<file path="config.mk">
export PLATFORM = sky130hd
export DESIGN_NAME = cla8b_multibyte_sequencer
export DESIGN_NICKNAME = d
export VERILOG_FILES = /design/src/rtl/cla_pkg.sv /design/src/rtl/cla8b.sv /design/src/rtl/cla8b_multibyte_sequencer.sv
export SDC_FILE = /design/constraint.sdc
export NUM_CORES = 1
export LEC_CHECK = 0
export ABC_AREA = 1
export CORE_MARGIN = 10
export CORE_UTILIZATION = 35
export CTS_CLUSTER_SIZE = 8
export DETAILED_ROUTE_END_ITERATION = 10
export REMOVE_ABC_BUFFERS = 1
export SKIP_LAST_GASP = 1
export SLEW_MARGIN = 20
export SYNTH_ARGS = -nofsm -noshare
export SYNTH_HDL_FRONTEND = slang
export SYNTH_SLANG_ARGS = --single-unit
</file>
<file path="constraint.sdc">
create_clock -name clk -period 8.2 [get_ports clk]
set_clock_uncertainty 0.1 [all_clocks]
set_input_delay 1.64 -clock clk [delete_from_list [all_inputs] [get_ports clk]]
set_output_delay 1.64 -clock clk [all_outputs]
set_load 0.02 [all_outputs]
</file>
<file path="src/rtl/cla_pkg.sv">
`default_nettype none
// ============================================================================
//  Package     : cla_pkg
//  Description : Shared byte width and sequencer state encoding for the
//                time-multiplexed CLA adder.
//  Revision    : 1.0
// ============================================================================
package cla_pkg;

    localparam int BYTE_W = 8;

    typedef enum logic [1:0] {
        S_IDLE = 2'd0,
        S_RUN  = 2'd1,
        S_DONE = 2'd2
    } state_t;

endpackage
`default_nettype wire

</file>
<file path="src/rtl/cla8b.sv">
`default_nettype none
// ============================================================================
//  Module      : cla8b
//  Description : Combinational 8-bit carry-lookahead adder.
//  Revision    : 1.0
// ============================================================================
module cla8b
    import cla_pkg::*;
(
    input  logic [BYTE_W-1:0] a,
    input  logic [BYTE_W-1:0] b,
    input  logic              cin,
    output logic [BYTE_W-1:0] sum,
    output logic              cout
);

    logic [BYTE_W-1:0] w_g;
    logic [BYTE_W-1:0] w_p;
    logic [BYTE_W:0]   w_c;

    assign w_g = a & b;
    assign w_p = a ^ b;

    // Each carry is formed from the generate/propagate terms of all lower bits.
    always_comb begin
        w_c = '0;
        for (int i = 0; i <= BYTE_W; i++) begin
            logic w_t;
            w_t = cin;
            for (int j = 0; j < i; j++) begin
                w_t = w_g[j] | (w_p[j] & w_t);
            end
            w_c[i] = w_t;
        end
    end

    assign sum  = w_p ^ w_c[BYTE_W-1:0];
    assign cout = w_c[BYTE_W];

endmodule
`default_nettype wire

</file>
<file path="src/rtl/cla8b_multibyte_sequencer.sv">
`default_nettype none
// ============================================================================
//  Module      : cla8b_multibyte_sequencer
//  Description : NBYTES-wide add/subtract using one shared 8-bit CLA, one
//                byte per clock, LSB first, with a start/done handshake.
//  Revision    : 1.0
// ============================================================================
module cla8b_multibyte_sequencer
    import cla_pkg::*;
#(
    parameter int NBYTES = 4
) (
    input  logic                     clk,
    input  logic                     rst_n,
    input  logic                     start,
    input  logic                     op_sub,
    input  logic                     cin_ext,
    input  logic [NBYTES*BYTE_W-1:0] a_in,
    input  logic [NBYTES*BYTE_W-1:0] b_in,
    output logic                     ready,
    output logic                     busy,
    output logic                     done,
    output logic [NBYTES*BYTE_W-1:0] result,
    output logic                     cout,
    output logic                     overflow
);

    localparam int                 W      = NBYTES * BYTE_W;
    localparam int                 IDX_W  = $clog2(NBYTES);
    localparam logic [IDX_W-1:0]   C_LAST = IDX_W'(NBYTES - 1);

    state_t             r_state;
    state_t             w_next;
    logic [W-1:0]       r_a;
    logic [W-1:0]       r_b;
    logic [W-1:0]       r_result;
    logic [IDX_W-1:0]   r_idx;
    logic               r_carry;
    logic               r_cout;
    logic               r_ovf;

    logic               w_accept;
    logic               w_last;
    logic [BYTE_W-1:0]  w_a_byte;
    logic [BYTE_W-1:0]  w_b_byte;
    logic [BYTE_W-1:0]  w_sum;
    logic               w_cout;

    assign w_accept = (r_state == S_IDLE) && start;
    assign w_last   = (r_idx == C_LAST);

    always_comb begin
        w_a_byte = '0;
        w_b_byte = '0;
        for (int k = 0; k < NBYTES; k++) begin
            if (r_idx == IDX_W'(k)) begin
                w_a_byte = r_a[k*BYTE_W +: BYTE_W];
                w_b_byte = r_b[k*BYTE_W +: BYTE_W];
            end
        end
    end

    cla8b u_cla8b (
        .a    (w_a_byte),
        .b    (w_b_byte),
        .cin  (r_carry),
        .sum  (w_sum),
        .cout (w_cout)
    );

    always_ff @(posedge clk or negedge rst_n) begin
        if (!rst_n) begin
            r_state <= S_IDLE;
        end else begin
            r_state <= w_next;
        end
    end

    always_comb begin
        w_next = r_state;
        ready  = 1'b0;
        busy   = 1'b0;
        done   = 1'b0;
        case (r_state)
            S_IDLE: begin
                ready = 1'b1;
                if (start) begin
                    w_next = S_RUN;
                end
            end
            S_RUN: begin
                busy = 1'b1;
                if (w_last) begin
                    w_next = S_DONE;
                end
            end
            S_DONE: begin
                done   = 1'b1;
                w_next = S_IDLE;
            end
            default: begin
                w_next = S_IDLE;
            end
        endcase
    end

    // Subtraction is A + ~B + 1, so B is inverted at capture and the carry seeded to 1.
    always_ff @(posedge clk or negedge rst_n) begin
        if (!rst_n) begin
            r_a      <= '0;
            r_b      <= '0;
            r_result <= '0;
            r_idx    <= '0;
            r_carry  <= 1'b0;
            r_cout   <= 1'b0;
            r_ovf    <= 1'b0;
        end else if (w_accept) begin
            r_a      <= a_in;
            r_b      <= op_sub ? ~b_in : b_in;
            r_carry  <= op_sub | cin_ext;
            r_idx    <= '0;
            r_result <= '0;
            r_cout   <= 1'b0;
            r_ovf    <= 1'b0;
        end else if (r_state == S_RUN) begin
            for (int k = 0; k < NBYTES; k++) begin
                if (r_idx == IDX_W'(k)) begin
                    r_result[k*BYTE_W +: BYTE_W] <= w_sum;
                end
            end
            r_carry <= w_cout;
            if (w_last) begin
                r_idx  <= '0;
                r_cout <= w_cout;
                r_ovf  <= (r_a[W-1] == r_b[W-1]) && (w_sum[BYTE_W-1] != r_a[W-1]);
            end else begin
                r_idx <= r_idx + 1'b1;
            end
        end
    end

    assign result   = r_result;
    assign cout     = r_cout;
    assign overflow = r_ovf;

endmodule
`default_nettype wire

</file>
# [Yosys cells after proc, flatten, opt, wreduce, memory -nomap -nowiden]
# Index checks and enable logic that the tools add are counted.
[totals] inputBits=69 wordCells=88 ff_bits=103
[op_classes] reduce_logical=14 n_mux=32 n_eq_ne=9 n_bitwise=21 add_sub_neg=1
[ops] op="two-way mux 32 bit" n=3
[ops] op="two-way mux 8 bit" n=12
[ops] op="NOT 32 bit" n=1
[ops] op="bitwise XOR 8 bit" n=2
[ops] op="two-way mux 1 bit" n=11
[ops] op="two-way mux 2 bit" n=5
[ops] op="AND reduction 2 bit" n=5
[ops] op="nonzero test 2 bit" n=5
[ops] op="OR 1 bit" n=9
[ops] op="bitwise AND 1 bit" n=8
[ops] op="bitwise AND 8 bit" n=1
[ops] op="== test 2 bit, second input constant" n=3
[ops] op="== test 2 x 1 -> 1 bit, second input constant" n=2
[ops] op="zero test 2 bit" n=2
[ops] op="inequality test 2 bit, second input constant" n=2
[ops] op="case mux 2 bit (2 select lines)" n=1
[ops] op="adder 2 x 1 -> 2 bit, second input constant" n=1
[ops] op="logical AND 1 bit" n=2
[ops] op="== test 1 bit" n=1
[ops] op="inequality test 1 bit" n=1

# [Depth between registers and ports, before layout]
[depth] word_depth=26 mapped_depth=20 mapped_depth_nobuf=19

# [Modules after synthesis]
# A second synthesis with hierarchy kept.
[hier_totals] cells_unflattened=658 area_unflattened_um2=5266.3
[by_module_without_submodules] module="cla8b_multibyte_sequencer" seq_area_each_um2=2577.5 cells_each=640 n_inst=1 area_per_inst_um2=5068.6
[by_module_without_submodules] module="cla8b" seq_area_each_um2=0.0 cells_each=18 n_inst=1 area_per_inst_um2=197.7

# [Worst setup path after synthesis]
# No wires, ideal clock.
[synth_timing] path_kind="register to register" startpoint="reg r_idx[0]" endpoint="reg r_ovf, in the netlist overflow" setup_slack_ns=3.170 n_path_buf=2 path_stages_with_launch=19 arrival_ns=4.812 path_cell_list="dfrtp_1 inv_1 ha_1 buf_2 buf_1 a21oi_1 nand2_1 nand2_1 fa_1 fa_1 fa_1 fa_1 fa_1 fa_1 fa_1 fa_1 o21ai_0 nand3_1 nand2_1"
[synth_via] elab_chain_len=26 elab_cells_between_ends=36 cone_classes="4 x eq/ne; 11 x mux; 17 x bitwise; 4 x reduce/logical"
[synth_rtl] element="from (decl)" line_no="cla8b_multibyte_sequencer.sv:37" text="logic [IDX_W-1:0] r_idx;"
[synth_rtl] element="from (signal assigned)" line_no="cla8b_multibyte_sequencer.sv:137" text="r_idx <= r_idx + 1'b1;"
[synth_rtl] element="zero test 2 bit" line_no="cla8b_multibyte_sequencer.sv:56" text="if (r_idx == IDX_W'(k)) begin"
[synth_rtl] element="two-way mux 8 bit (4 in a row)" line_no="cla8b_multibyte_sequencer.sv:56"
[synth_rtl] element="bitwise XOR 8 bit" line_no="cla8b.sv:22" text="assign w_p = a ^ b;"
[synth_rtl] element="bitwise AND 1 bit" line_no="cla8b.sv:31" text="w_t = w_g[j] | (w_p[j] & w_t);"
[synth_rtl] element="OR 1 bit" line_no="cla8b.sv:31"
[synth_rtl] element="bitwise AND 1 bit" line_no="cla8b.sv:31"
[synth_rtl] element="OR 1 bit" line_no="cla8b.sv:31"
[synth_rtl] element="bitwise AND 1 bit" line_no="cla8b.sv:31"
[synth_rtl] element="(+7 left out)"
[synth_rtl] element="bitwise AND 1 bit" line_no="cla8b.sv:31"
[synth_rtl] element="OR 1 bit" line_no="cla8b.sv:31"
[synth_rtl] element="bitwise XOR 8 bit" line_no="cla8b.sv:37" text="assign sum = w_p ^ w_c[BYTE_W-1:0];"
[synth_rtl] element="inequality test 1 bit" line_no="cla8b_multibyte_sequencer.sv:135" text="r_ovf <= (r_a[W-1] == r_b[W-1]) && (w_sum[BYTE_W-1] != r_a[W-1]);"
[synth_rtl] element="logical AND 1 bit" line_no="cla8b_multibyte_sequencer.sv:135"
[synth_rtl] element="two-way mux 1 bit" line_no="cla8b_multibyte_sequencer.sv:132" text="if (w_last) begin"
[synth_rtl] element="two-way mux 1 bit" line_no="cla8b_multibyte_sequencer.sv:125" text="end else if (r_state == S_RUN) begin"
[synth_rtl] element="two-way mux 1 bit" line_no="cla8b_multibyte_sequencer.sv:117" text="end else if (w_accept) begin"
[synth_rtl] element="to (signal assigned)" line_no="cla8b_multibyte_sequencer.sv:135"
[synth_rtl] element="to (decl)" line_no="cla8b_multibyte_sequencer.sv:40" text="logic r_ovf;"
# Parallel ways exist; a longest one is shown, timed or not. The select of a mux whose other input is x is not followed.
# A chain may end at the register's enable or synchronous reset.

# [Worst setup path after layout]
[layout_timing] startpoint="reg r_idx[1]" endpoint="reg r_ovf, in the netlist overflow"
# Same word-level chain as after synthesis.

==> flow_summary.ini <==
[outcome]
outcome = completed

[detailed_routing]
drc = 0
vias = 4278
routed_wl_mm = 13.58
viasPerCell = 4.764
avgRoutedWirePerCell_microns = 15.13
drt_iter0_drc = 288
dr.pass1.iters = 5
ant_nets = 0

[clocking]
post_cts_buffers = 0
path_clk_slew_ps = 60
clkSinkCount = 103
clk_latency_ps = 350
h-tree-depth = 3
ctsResizeCount = 0
ctsHoldBuffers = 0
ctsLongestPathBuffers = 2
clockRootBuffer = clkbuf_16
cts_buffers = 9
cts_tree = yes

[power_and_ir_drop]
p_int_mw = 1.433
pwr-share-clk_pct = 14.2
pwr-share-comb_pct = 53.8
vdd_drop_max_uv = 260.9
switching_share_pct = 47.21
seqPwrFrac_pct = 32.0
power.switching_mw = 1.282
power_leakage_nw = 3.169
power.density_mw_per_mm2 = 416.0
power_mw = 2.715

[worst_setup_path]
worstSetupEndpointType = register
cp.arrival_ps = 5870
reg2regPathDepth = 18
ff2ff_setup_slack_ps = 2520
crit_type = reg -> reg
crit_required_ps = 8390
r2r_start = r_idx[1]$_DFFE_PN0P_
r2r-end = overflow$_DFFE_PN0P_
critPathLaunchType = register
critPathMaxFanout = 18

[cells_and_area]
final_area_sq_mm = 0.006526
drive_above_1_share_pct = 5.322
finalNonFillerCells = 898
post-route-util_pct = 45.07
final_nets = 791
area_growth_pct = 26.48
antenna_cells = 0

[logic_synthesis]
seq_area_frac_synth_pct = 49.95
synth_seq_cells = 103
yosysTopAreaCellShare_pct = 49.95
yosys_warnings = 0
synth_cells = 628
synth_area_leaders = dfrtp_1, nand2_1, nand3_1
synth_top_area_cell = dfrtp_1
netlist_area_sq_mm = 0.005160
synth.distinct_cells = 24
avgSynthCellArea_sq_um = 8.216

[timing]
fin_setup_tns_ps = 0
worst_pin_slew_ps = 886.0
worst_slack_ps = 2518
report.final.hold_viol_count = 0
post-route-period-util_pct = 69.29
rsz0062_at_grt = no
worst_hold_slack_ps = 386.5
min_period_ps = 5682
final_max_slew_viol_count = 0
clock.fmax_ghz = 0.1760
maxSlewHeadroom_pct = 40.93
setup_viol = 0

[global_routing]
grt_antenna_before_repair = 0
grt_overflow = 0
grt_max_degree = 97
grt_pass1_wl_mm = 22.17
grt_pass1_vias = 4375
grt_usage_pct = 13.82

[placement]
place_area_sq_mm = 0.006267
dp_slack_ps = 2517
dp_hpwl_mm = 9.993
portBuffers = 105
place_congestion = 0.8049
dp.cells = 883

[min_path]
min_from = r_b[4]$_DFFE_PN0P_
holdPathEnd = r_b[4]$_DFFE_PN0P_
hold_path_class = reg -> reg
hold_depth = 2

[floorplanning]
core_area_sq_mm = 0.01448
rows = 44
dieHeight_microns = 141.4
dieArea_sq_mm = 0.02000
io-pin-count = 106
die_w_microns = 141.4
start_util_pct = 35.64

[run]
maxCapViolCount = 0
[synthesized netlist by cell type]
cell      instances
nor2_2            3
nand2_1         237
dfrtp_1         103
xnor2_1          32
nor2_1            8
or2_2            12
nand2_4           1
clkbuf_2          1
inv_2             5
o211ai_1          1
o21ai_0          27
fa_1              8
o21ai_1          13
buf_2            21
a21oi_1          20
clkbuf_1          8
nor2_4            1
nand2_2           1
clkbuf_4          2
ha_1              4
nand3_1          85
buf_1             1
buf_4             3
inv_1            31
[power by group through the flow]
stage | logic [mW] | registers, mW | clock network [mW]
floorplan | 0.897 | 0.886 | 0
global placement | 1.44 | 0.875 | 0
detailed placement | 1.48 | 0.876 | 0
CTS | 1.48 | 0.870 | 0.396
global route | 1.67 | 0.894 | 0.416
finish | 1.46 | 0.869 | 0.386
[worst max path at each step]
stage                              start                      to  slack (ps)  cells past startpoint
floorplan           r_idx[1]$_DFFE_PN0P_  result[15]$_DFFE_PN0P_        3050                     18
global placement    r_idx[1]$_DFFE_PN0P_    overflow$_DFFE_PN0P_        2640                     18
detailed placement  r_idx[1]$_DFFE_PN0P_    overflow$_DFFE_PN0P_        2520                     18
CTS                 r_idx[1]$_DFFE_PN0P_    overflow$_DFFE_PN0P_        2500                     18
global route        r_idx[1]$_DFFE_PN0P_    overflow$_DFFE_PN0P_        2170                     18
finish              r_idx[1]$_DFFE_PN0P_    overflow$_DFFE_PN0P_        2520                     18
[placed cells by master, fill, tap and decap left out, drive strengths merged, types with 4 or more instances in the layout]
master / instances
or2: 12
buf: 4
nand2: 239
nor2: 12
dfrtp: 103
xnor2: 32
inv: 36
clkbuf: 14
fa: 8
ha: 4
a21oi: 20
clkdlybuf4s50: 103
o21ai: 40
nand3: 85
[registers in the layout (all words and copies together) (netlist names)]
signal / count
cout: 1
overflow: 1
r_a: 32
r_b: 32
r_carry: 1
r_idx: 2
r_state: 2
result: 32
[area by class of cell]
| type | instances | area [sq um] |
|---|---|---|
| fill | 1470 | 7953 |
| sequential | 103 | 2577 |
| multi-input combinational | 453 | 2266 |
| timing repair buffer | 107 | 1059 |
| clock buffer | 14 | 254.0 |
| tap | 184 | 230.2 |
| inverter | 36 | 135.1 |
| clock inverter | 1 | 5.005 |
[metal layers]
metal	routed length [microns]	share of wire, %	GRT usage [%]
met1	6184	46	17.19
met2	6405	47	22.58
met3	808	5.9	4.039
met4	185	1.4	4.357
met5	0	0	0
[logic make-up after synthesis]
group / share of synthesized area, %
buffers and inverters: 6.135
flip-flops: 49.95
XOR/XNOR: 5.432
AO/OA/AOI/OAI: 5.965
adder cells (fa/ha/maj): 4.074
AND/OR/NAND/NOR: 28.44
[critical path, cell delays in order, from the launching register on]
cell	delay [ps]
dfrtp_1	420
inv_1	90
ha_1	610
inv_2	300
nand2_1	140
nand3_1	70
nand2_1	80
nand2_1	70
fa_1	380
fa_1	390
fa_1	390
fa_1	390
fa_1	430
fa_1	460
fa_1	440
fa_1	480
o21ai_0	170
nand3_1	90
nand2_1	100
(Power assumes the default switching activity.)
